[src/rtl/softmax_seq_ctrl.sv]
// Stage sequencer for the softmax datapath: walks sort/max, exp+accumulate,
// lnF and final exp for every row of a batch, with stall and abort.
module softmax_seq_ctrl #(
  parameter int S1_LEN = 12,
  parameter int S2_LEN = 2,
  parameter int S3_LEN = 4,
  parameter int S4_LEN = 7,
  parameter int CNT_W  = 8,
  parameter int ROW_W  = 8
) (
  input  logic             clk,
  input  logic             rst,
  input  logic             start,
  input  logic [ROW_W-1:0] num_rows,
  input  logic             stall,
  input  logic             abort,
  output logic             busy,
  output logic             is_stage1,
  output logic             is_stage2,
  output logic             is_stage3,
  output logic             is_stage4,
  output logic             sort_en,
  output logic             stage_first,
  output logic [ROW_W-1:0] row_idx,
  output logic             row_done,
  output logic             done
);

  typedef enum logic [2:0] {
    IDLE   = 3'd0,
    STAGE1 = 3'd1,
    STAGE2 = 3'd2,
    STAGE3 = 3'd3,
    STAGE4 = 3'd4
  } state_t;

  state_t           state;
  logic [CNT_W-1:0] cnt;
  logic [ROW_W-1:0] last_row;
  logic             stage_end;

  function automatic logic [CNT_W-1:0] stage_last(input state_t s);
    logic [CNT_W-1:0] r;
    case (s)
      STAGE1:  r = CNT_W'(S1_LEN - 1);
      STAGE2:  r = CNT_W'(S2_LEN - 1);
      STAGE3:  r = CNT_W'(S3_LEN - 1);
      STAGE4:  r = CNT_W'(S4_LEN - 1);
      default: r = '0;
    endcase
    return r;
  endfunction

  function automatic state_t next_stage(input state_t s);
    state_t r;
    case (s)
      STAGE1:  r = STAGE2;
      STAGE2:  r = STAGE3;
      STAGE3:  r = STAGE4;
      default: r = IDLE;
    endcase
    return r;
  endfunction

  always_comb begin
    stage_end = (cnt == stage_last(state));
  end

  always_ff @(posedge clk or negedge rst) begin
    if (!rst) begin
      state       <= IDLE;
      cnt         <= '0;
      row_idx     <= '0;
      last_row    <= '0;
      stage_first <= 1'b0;
      row_done    <= 1'b0;
      done        <= 1'b0;
    end else begin
      stage_first <= 1'b0;
      row_done    <= 1'b0;
      done        <= 1'b0;
      if (abort) begin
        state   <= IDLE;
        cnt     <= '0;
        row_idx <= '0;
      end else begin
        case (state)
          IDLE: begin
            if (start) begin
              state       <= STAGE1;
              cnt         <= '0;
              row_idx     <= '0;
              // A zero row count runs a single row.
              last_row    <= (num_rows == '0) ? '0 : num_rows - ROW_W'(1);
              stage_first <= 1'b1;
            end
          end
          STAGE1, STAGE2, STAGE3: begin
            if (!stall) begin
              if (stage_end) begin
                state       <= next_stage(state);
                cnt         <= '0;
                stage_first <= 1'b1;
              end else begin
                cnt <= cnt + CNT_W'(1);
              end
            end
          end
          STAGE4: begin
            if (!stall) begin
              if (stage_end) begin
                cnt      <= '0;
                row_done <= 1'b1;
                if (row_idx == last_row) begin
                  state   <= IDLE;
                  row_idx <= '0;
                  done    <= 1'b1;
                end else begin
                  state       <= STAGE1;
                  row_idx     <= row_idx + ROW_W'(1);
                  stage_first <= 1'b1;
                end
              end else begin
                cnt <= cnt + CNT_W'(1);
              end
            end
          end
          default: begin
            state <= IDLE;
            cnt   <= '0;
          end
        endcase
      end
    end
  end

  assign busy      = (state != IDLE);
  assign is_stage1 = (state == STAGE1);
  assign is_stage2 = (state == STAGE2);
  assign is_stage3 = (state == STAGE3);
  assign is_stage4 = (state == STAGE4);
  assign sort_en   = (state == STAGE1);

endmodule
[config.mk]
export PLATFORM = sky130hd
export DESIGN_NAME = softmax_seq_ctrl
export DESIGN_NICKNAME = d
export VERILOG_FILES = /design/src/rtl/softmax_seq_ctrl.sv
export SDC_FILE = /design/constraint.sdc
export NUM_CORES = 1
export LEC_CHECK = 0
export ABC_CLOCK_PERIOD_IN_PS = 2090
export CAP_MARGIN = 10
export CORE_AREA = 3 3 80 59
export CTS_CLUSTER_SIZE = 30
export DETAILED_ROUTE_END_ITERATION = 8
export DIE_AREA = 0 0 83 62
export GPL_TIMING_DRIVEN = 0
export PLACE_DENSITY = 0.74
export SLEW_MARGIN = 25
export SYNTH_ARGS = -nofsm -noshare
export SYNTH_HDL_FRONTEND = slang
export SYNTH_SLANG_ARGS = --single-unit
[constraint.sdc]
create_clock -name clk -period 2.09 [get_ports clk]
set_input_delay 0.3135 -clock clk [delete_from_list [all_inputs] [get_ports clk]]
set_output_delay 0.3135 -clock clk [all_outputs]
set_load 0.02 [all_outputs]
==> out/qor.csv, run 1 <==
stage;metric;value;unit
timing;Slew Limit Fails;0;
detailed_routing;vias per inst;5.85;
setup_path;critical path endpoint category;flop;
timing;Hold Vio Cnt, Final;0;
timing;period utilization;1.01;
status;violated checks;negative setup slack;
run;Max Cap Viol;0;
pwr;leakage;1.11;nW
global_routing;GR Overflow Total;0;
clock_tree;Root Buffer;clkbuf_8;
detailed_routing;Iter 0 DRT Violations;156;
min_path;HP Class;input port to asynchronous set/reset pin;
floorplanning;Die Wd;83;um
timing;final setup fails;2;
floorplanning;Die Span Y;62;um
timing;slew margin rel.;0.663;
global_routing;initial antenna violation count;0;
clock_tree;total CTS buffers;5;
timing;Worst Tran Pin Value;0.498;ns
global_routing;GRT Total Usage;0.194;
setup_path;Arr. time, crit path;2.28;ns
detailed_routing;vias post-DR;1819;
synthesis;yosys warns;0;
finish;antenna cells;0;
detailed_routing;DR pass1 iterations;4;
timing;f_max;473;MHz
synthesis;Avg Inst Size Synth;9.22;um^2
synthesis;Synth async-reset ratio;1.00;
timing;Final Critical Period;2.11;ns
clock_tree;# H-tree levels;2;
timing;setup TNS;-0.0337;ns
synthesis;Post-synth top flop;dfrtp_1;
place;GP Congestion;0.905;
floorplanning;Starting Density;0.486;
floorplanning;row cnt;19;
floorplanning;Die ar.;0.00515;mm^2
timing;Hold Slack;0.360;ns
status;status;complete, but fails checks;
floorplanning;Core Footprint;0.00395;mm^2
synthesis;register area share after synthesis;0.392;
floorplanning;IO Pins;30;
timing;Setup WS post-layout;-0.0222;ns
setup_path;CP max FO;7;
synthesis;Syn Nets;224;
clock_tree;CTS tree;yes;
global_routing;vias in the first global route;1550;
setup_path;WP data required;2.26;ns
global_routing;first-pass GRT wire length;7.73;mm
synthesis;Cell Area, Synth;0.00192;mm^2
clock_tree;worst skew pair latency;0.28;ns
clock_tree;maximum buffer depth of the clock tree;2;
synthesis;EDFF count, synth;0;
synthesis;top post-synthesis cells by area;dfrtp_1 39%, xnor2_1 5.5%, nand2_1 4.7%, o21ai_0 3.7%, nor3_1 3.4%;
timing;RSZ-0062 raised after global routing;true;
clock_tree;# clock sinks;30;
finish;share of post-route cells with drive strength above 1;0.236;
synthesis;cell taking the most area after synthesis;dfrtp_1;
synthesis;Syn Inst Count;208;
detailed_routing;Antenna Violating Nets Remaining;0;
setup_path;Crit Path Class;flop to flop;
finish;Final nets;276;
pwr;PD cells;1130;mW/mm^2
timing;clk_skew;0.00660;ns
detailed_routing;WL per Instance;16.0;um
synthesis;flip-flop and latch count after synthesis;30;
detailed_routing;drt total wl;4.97;mm
setup_path;Worst setup SP type;flop;
pwr;Peak VDD IR;0.000669;V
finish;Fill cells;334;
synthesis;Netlist cell types;48;
finish;P&R area growth vs syn;37.7;%
place;DP HPWL;3.23;mm
place;Port Buffers;29;
detailed_routing;DRC;0;
global_routing;largest net degree at the start of global routing;30;
synthesis;Synth top area share;0.392;
clock_tree;Clock Pin Slew Worst Setup and Hold Paths;0.07;ns
## logic make-up after synthesis
group,Yosys count,share of synthesized area
mux,4,0.0274
xor+xnor,13,0.0594
simple gates,97,0.274
fa+ha+maj,3,0.0196
compound gates,47,0.188
buf+inv,14,0.0398
flops,30,0.392
## where the power goes
group | switching (W) | internal (W)
sequential | 0.000129 | 0.000700
clock | 0.000214 | 0.000254
combinational | 0.000886 | 0.000800
## Yosys cell counts, types with 3 or more instances
cell type and n:
nor4_1 4, o21ai_0 14, or2_2 4, nor2b_1 4, nand2_1 24, nand3b_1 3, nand3_1 7, o21ai_1 4
xnor2_1 12, nor3_1 13, inv_1 7, dfrtp_1 30, nand4_1 3, nor4b_1 3, ha_1 3, a221o_1 5
a22o_1 4, nor2_1 17, a21oi_1 6
## repair_timing
action                                  in CTS  in global routing
endpoints found under the setup margin      26                 21
resized for setup                           13                 21
endpoints found under the hold margin        1                  0
pin swaps                                    5                 13
setup buffers                                7                  7
hold buffers                                 1                  0
## worst max-delay path, cell delays in order (launching register included)
cell and delay, ns:
dfrtp_1 0.41, buf_6 0.15, or3_4 0.40, and4b_1 0.22
nor3_4 0.24, o21ai_4 0.10, buf_6 0.13, nand2_4 0.07
mux2_4 0.29
## cell type report
class | instances | area (um^2) | area share
Tap cell | 52 | 65.1 | 0.0246
Clock buffer | 6 | 82.6 | 0.0313
Inverter | 7 | 26.3 | 0.00995
Timing Repair Buffer | 45 | 443 | 0.168
Multi-Input combinational cell | 164 | 1220 | 0.463
Sequential cell | 30 | 751 | 0.284
Buffer | 7 | 50.0 | 0.0190
## stage by stage
| step | setup WS, ns | utilization | cell area (um^2) | cells | total power [W] |
|---|---|---|---|---|---|
| after CTS | -0.0175 | 0.630 | 2490 | 304 | 0.00264 |
| after global placement | -0.161 | 0.579 | 2280 | 289 | 0.00199 |
| after detailed placement | -0.187 | 0.583 | 2300 | 290 | 0.00201 |
| after global routing | -0.0975 | 0.669 | 2640 | 311 | 0.00314 |
| final | -0.0222 | 0.669 | 2640 | 311 | 0.00298 |
| after floorplan | 0.0102 | - | 1930 | 208 | 0.00168 |
## sequential cells by signal, indices dropped and copies added (netlist names)
signal and count:
cnt 8, done 1, last_row 8, row_done 1, row_idx 8, stage_first 1, state 3
## layer usage
| metal | track usage | share of wire |
|---|---|---|
| met1 | 0.269 | 0.46 |
| met3 | 0.0474 | 0.074 |
| met4 | 0.0746 | 0.018 |
| met2 | 0.297 | 0.45 |
| met5 | 0 | 0 |
## final timing paths
path                        startpoint          end  slack, ns  depth (start not counted)
min reg2reg                last_row[0]  last_row[0]       0.51                          2
max in group asynchronous          rst   row_idx[6]       1.39                          3
max                           state[1]     state[0]      -0.02                          8
min in group clk           last_row[0]  last_row[0]       0.51                          2
max reg2reg                   state[1]     state[0]      -0.02                          8
min                                rst  last_row[1]       0.36                          2
## placed cells by master (no fill, tap or decap), types with 4 or more instances in the layout
cell type / count
nand3_1: 7
xnor2_1: 11
o21ai_0: 14
nor2b_1: 4
clkbuf_8: 6
a21oi_1: 6
nor2_1: 16
nand2_1: 24
dlygate4sd2_1: 4
nor3_4: 4
dfrtp_1: 30
buf_4: 10
or2_2: 4
a22o_1: 4
buf_6: 8
clkdlybuf4s50_1: 22
a221o_1: 5
nor3_1: 8
inv_1: 7
No activity file was read; power rests on OpenSTA's default activity.
==> run 2: changes to the inputs <==
Settings changed: CORE_AREA 3 3 80 59 to 3 3 111 81, CTS_BUF_LIST from default to sky130_fd_sc_hd__clkbuf_8, DIE_AREA 0 0 83 62 to 0 0 114 84, PLACE_DENSITY 0.74 to default.
==> run 2 against run 1 <==
Against the previous run: the flow now finishes without violations; die area increased by 86%; utilization decreased by 33 points; non-clock buffer count did not move; routed wire length decreased by 0.60%; fmax grew 1.6%; sequential share of layout area shrank 0.44 points; worst hold slack better by 0.096 ns; cell count rose by 16%; clock skew up 0.0053 ns; largest power group unchanged.
==> out/qor.csv, run 2 (synthesized netlist as in run 1, its figures left out) <==
stage;metric;value;unit
status;status;finished, final reports clean;
floorplanning;Die ar.;0.00958;mm^2
finish;Seq. cell area;752;um^2
timing;Final Critical Period;2.08;ns
place;DP HPWL;3.49;mm
setup_path;CP peak stage delay;0.41;ns
global_routing;first-pass GRT wire length;7.68;mm
setup_path;Arr. time, crit path;2.25;ns
timing;RSZ-0062 raised after global routing;true;
setup_path;critical path endpoint category;flop;
timing;Worst Tran Pin Value;0.466;ns
detailed_routing;top sig layer;met4;
finish;Fill cells;815;
detailed_routing;vias per inst;4.79;
clock_tree;CTS tree;yes;
finish;area of the multi-input gates;0.00121;mm^2
global_routing;largest net degree at the start of global routing;20;
detailed_routing;vias post-DR;1734;
floorplanning;Starting Density;0.242;
detailed_routing;Antenna Violating Nets Remaining;0;
place;GP Congestion;0.803;
pwr;power consumption;0.00290;W
pwr;Peak VDD IR;0.000412;V
timing;final setup fails;0;
setup_path;Worst setup SP type;flop;
timing;f_max;481;MHz
floorplanning;Core Footprint;0.00791;mm^2
detailed_routing;WL per Instance;13.7;um
run;Max Cap Viol;0;
global_routing;vias in the first global route;1475;
setup_path;most used cell, CP;buf_4;
clock_tree;worst skew pair latency;0.28;ns
setup_path;Crit Path Class;flop to flop;
clock_tree;Clock Pin Slew Worst Setup and Hold Paths;0.07;ns
finish;commonest non-fill, non-tap cell in the layout;dfrtp_1;
finish;P&R area growth vs syn;40.1;%
detailed_routing;DRC;0;
detailed_routing;met3 wire length;249;um
detailed_routing;drt total wl;4.94;mm
place;Port Buffers;29;
finish;share of post-route cells with drive strength above 1;0.245;
pwr;PD cells;1080;mW/mm^2
setup_path;CP max FO;7;
pwr;leakage;1.08;nW
global_routing;GR Overflow Total;0;
timing;Hold Vio Cnt, Final;0;
floorplanning;Die Wd;114;um
clock_tree;# H-tree levels;2;
place;Post-Place Cells;339;
global_routing;initial antenna violation count;0;
timing;period utilization;0.995;
detailed_routing;Iter 0 DRT Violations;79;
setup_path;WP data required;2.26;ns
finish;most frequent cells in the layout;29 x dfrtp_1, 24 x nand2_1, 23 x clkdlybuf4s50_1;
finish;final cell count without fillers;362;
timing;setup TNS;0;ns
timing;slew margin rel.;0.686;
timing;Slew Limit Fails;0;
timing;clk_skew;0.0119;ns
finish;final core occ;0.340;
finish;Largest regs;cnt: 8 flops, last_row: 8 flops, row_idx: 8 flops;
detailed_routing;M1 WL;2.46;mm
clock_tree;total CTS buffers;5;
setup_path;critical-path cell list;buf_6, buf_4, o21ai_0, and4b_1, nor3_4, o21ai_4, buf_4, nor2_4, mux2_2;
min_path;HP Class;input port to asynchronous set/reset pin;
floorplanning;IO Pins;30;
finish;antenna cells;0;
setup_path;reg2reg setup slack;0.01;ns
clock_tree;# clock sinks;30;
setup_path;CP max-delay cell;dfrtp_1;
detailed_routing;DR pass1 iterations;4;
floorplanning;Die Span Y;84;um
clock_tree;Root Buffer;clkbuf_8;
clock_tree;maximum buffer depth of the clock tree;2;
detailed_routing;met2 WL;2.20;mm
global_routing;GRT Total Usage;0.101;
finish;Final nets;276;
floorplanning;row cnt;27;
run 2: critical path, delay by kind of cell (launching register included):
kind	cells	cell delay (ns)
buffers and inverters	3	0.46
flip-flops	1	0.41
AND/OR/NAND/NOR	3	0.38
multiplexers	1	0.25
AO/OA/AOI/OAI	2	0.47
run 2: final timing paths:
kind | from | depth (start not counted) | to
worst min-delay path | rst | 2 | row_idx[7]
worst max register to register | state[1] | 9 | cnt[0]
worst min register to register | last_row[3] | 2 | last_row[3]
max in group asynchronous | rst | 3 | last_row[0]
worst max-delay path | state[1] | 9 | cnt[0]
min in group clk | last_row[3] | 2 | last_row[3]
run 2: stage by stage:
stage	setup WS (ns)	hold slack, ns	cell area (um^2)
floorplan	0.0102	0.0179	1930
global placement	-0.205	0.494	2350
detailed placement	-0.197	0.233	2370
CTS	-0.0293	0.460	2570
global route	-0.0527	0.501	2690
finish	0.0106	0.456	2690
run 2: what timing repair did:
item                       4_1_cts  5_1_grt
setup endpoints to repair       27       21
hold buffers                     1        0
pin swaps                        4       14
hold endpoints to repair        11        0
setup buffers                    7        7
gates resized for setup         13       14
gates cloned                     0        0
run 2: area by class of cell:
class                           instances  share of cell area
Tap cell                              101              0.0470
Clock buffer                            6              0.0307
Sequential cell                        30               0.280
Timing Repair Buffer                   45               0.159
Clock inverter                          2             0.00466
Buffer                                  7              0.0186
Multi-Input combinational cell        164               0.450
Inverter                                7             0.00978
run 2: where the power goes:
part	internal, W	leakage, nW	switching (W)
clock	0.000264	0.0472	0.000229
combinational	0.000744	0.637	0.000832
sequential	0.000702	0.400	0.000127
run 2: metal layers:
metal  vias to the layer above  global-route usage
met5                         -                   0
met2                        36               0.140
met3                         4              0.0326
li1                        862                   -
met4                         0              0.0291
met1                       832               0.146
==> run 3: changes to the inputs <==
Settings changed: ABC_CLOCK_PERIOD_IN_PS 2090 to 1900.
Clock period 2.09 ns to 1.9 ns, I/O delays scaled along.
==> run 3 against run 2 <==
Against the previous run: clock-buffer cell count did not move; the flow now finishes with violations (negative setup slack); sequential power is 11% higher; first-iteration DRC count up 76%; fmax down 0.51%.
==> out/qor.csv, run 3 (synthesized netlist as in run 1, its figures left out) <==
stage;metric;value;unit
status;status;complete, but fails checks;
status;violated checks;negative setup slack;
detailed_routing;vias post-DR;1843;
detailed_routing;vias per inst;5.01;
global_routing;largest net degree at the start of global routing;31;
setup_path;Top delay family on crit path;compound AO/OA/AOI/OAI gates;
clock_tree;worst skew pair latency;0.29;ns
finish;area of the multi-input gates;0.00131;mm^2
floorplanning;Core Footprint;0.00791;mm^2
timing;Hold Vio Cnt, Final;0;
detailed_routing;WL per Instance;15.0;um
finish;commonest non-fill, non-tap cell in the layout;dfrtp_1;
setup_path;Worst setup SP type;flop;
place;dpl ws;-0.409;ns
floorplanning;row cnt;27;
detailed_routing;DRC;0;
floorplanning;IO Pins;30;
finish;final core occ;0.366;
timing;clk_skew;0.00533;ns
global_routing;met1 GRT Util;0.155;
clock_tree;Clock Pin Slew Worst Setup and Hold Paths;0.07;ns
timing;Setup WS post-layout;-0.190;ns
setup_path;Crit Path Class;flop to flop;
finish;Final nets;283;
timing;slew margin rel.;0.542;
timing;setup TNS;-2.64;ns
place;GP Congestion;0.797;
detailed_routing;Antenna Violating Nets Remaining;0;
detailed_routing;DR pass1 iterations;5;
floorplanning;Starting Density;0.242;
clock_tree;# clock sinks;30;
floorplanning;Die ar.;0.00958;mm^2
floorplanning;Die Span Y;84;um
global_routing;gr busiest metal;met2;
detailed_routing;Iter 0 DRT Violations;139;
clock_tree;Root Buffer;clkbuf_8;
pwr;PD cells;1290;mW/mm^2
finish;P&R area growth vs syn;50.8;%
finish;most frequent cells in the layout;28 x dfrtp_1, 23 x nand2_1, 22 x clkdlybuf4s50_1;
finish;antenna cells;0;
clock_tree;total CTS buffers;5;
timing;final setup fails;21;
clock_tree;CTS Hold Bufs;0;
setup_path;WP data required;2.07;ns
clock_tree;CTS tree;yes;
finish;Seq. cell area;753;um^2
timing;Worst Tran Pin Value;0.687;ns
setup_path;CP peak stage delay;0.45;ns
setup_path;critical path endpoint category;flop;
clock_tree;# H-tree levels;2;
timing;f_max;478;MHz
global_routing;initial antenna violation count;0;
timing;Slew Limit Fails;0;
timing;RSZ-0062 raised after global routing;true;
setup_path;CP max-delay cell;dfrtp_2;
global_routing;met3 Use GR;0.0232;
pwr;leakage;1.17;nW
clock_tree;maximum buffer depth of the clock tree;2;
setup_path;Arr. time, crit path;2.26;ns
setup_path;critical-path cell list;buf_6, nor3b_4, o21a_1, o211ai_4, nor2_4, a221oi_4, mux2_4;
pwr;Peak VDD IR;0.000534;V
finish;final cell count without fillers;368;
pwr;power consumption;0.00374;W
run;Max Cap Viol;0;
place;Post-Place Cells;338;
global_routing;GR Overflow Total;0;
setup_path;CP max FO;4;
finish;share of post-route cells with drive strength above 1;0.341;
floorplanning;Die Wd;114;um
global_routing;vias in the first global route;1781;
finish;Largest regs;cnt: 8 flops, last_row: 8 flops, row_idx: 8 flops;
place;Port Buffers;29;
global_routing;first-pass GRT wire length;8.97;mm
setup_path;Worst Path Buf+Inv;1;
global_routing;GRT Total Usage;0.115;
min_path;HP Class;input port to asynchronous set/reset pin;
place;DP HPWL;3.63;mm
timing;period utilization;1.10;
global_routing;met2 Track Usage GR;0.180;
finish;Fill cells;775;
timing;Final Critical Period;2.09;ns
detailed_routing;drt total wl;5.53;mm
## run 3: worst paths after layout
path | startpoint | end | slack, ns | cells after the start
max in group asynchronous | rst | state[0] | 1.38 | 1
min in group clk | last_row[7] | last_row[7] | 0.49 | 2
max reg2reg | state[2] | row_idx[1] | -0.19 | 7
max | state[2] | row_idx[1] | -0.19 | 7
min reg2reg | last_row[7] | last_row[7] | 0.49 | 2
min | rst | row_idx[7] | 0.04 | 1
## run 3: per-layer routing
| metal | up-vias | wire [um] | part of all wire |
|---|---|---|---|
| met2 | 58 | 2550 | 0.46 |
| met1 | 895 | 2550 | 0.46 |
| met5 | - | 0 | 0 |
| li1 | 875 | - | - |
| met4 | 0 | 177 | 0.032 |
| met3 | 15 | 256 | 0.046 |
## run 3: area by class of cell
cell class | count | share of cell area
multi-input cells | 164 | 0.454
inverters | 7 | 0.00909
clock inverters | 1 | 0.0104
plain buffers | 6 | 0.0173
flip-flops and latches | 30 | 0.261
repair buffers | 53 | 0.177
well taps | 101 | 0.0437
clock buffers | 6 | 0.0286
## run 3: what timing repair did
item,in CTS,in global routing
endpoints found under the setup margin,36,31
resized for setup,45,34
setup buffers,20,5
pin swaps,12,18
## run 3: metrics by stage
step                cell area (um^2)  hold WS, ns
finish                          2890       0.0412
global route                    2890        0.112
CTS                             2800       0.0839
detailed placement              2370        0.375
global placement                2380        0.487
floorplan                       1960      -0.0106
## run 3: power breakdown
group          internal (W)  switching (W)  total, W
logic               0.00107        0.00108   0.00215
clock network      0.000419       0.000251  0.000671
registers          0.000772       0.000148  0.000920
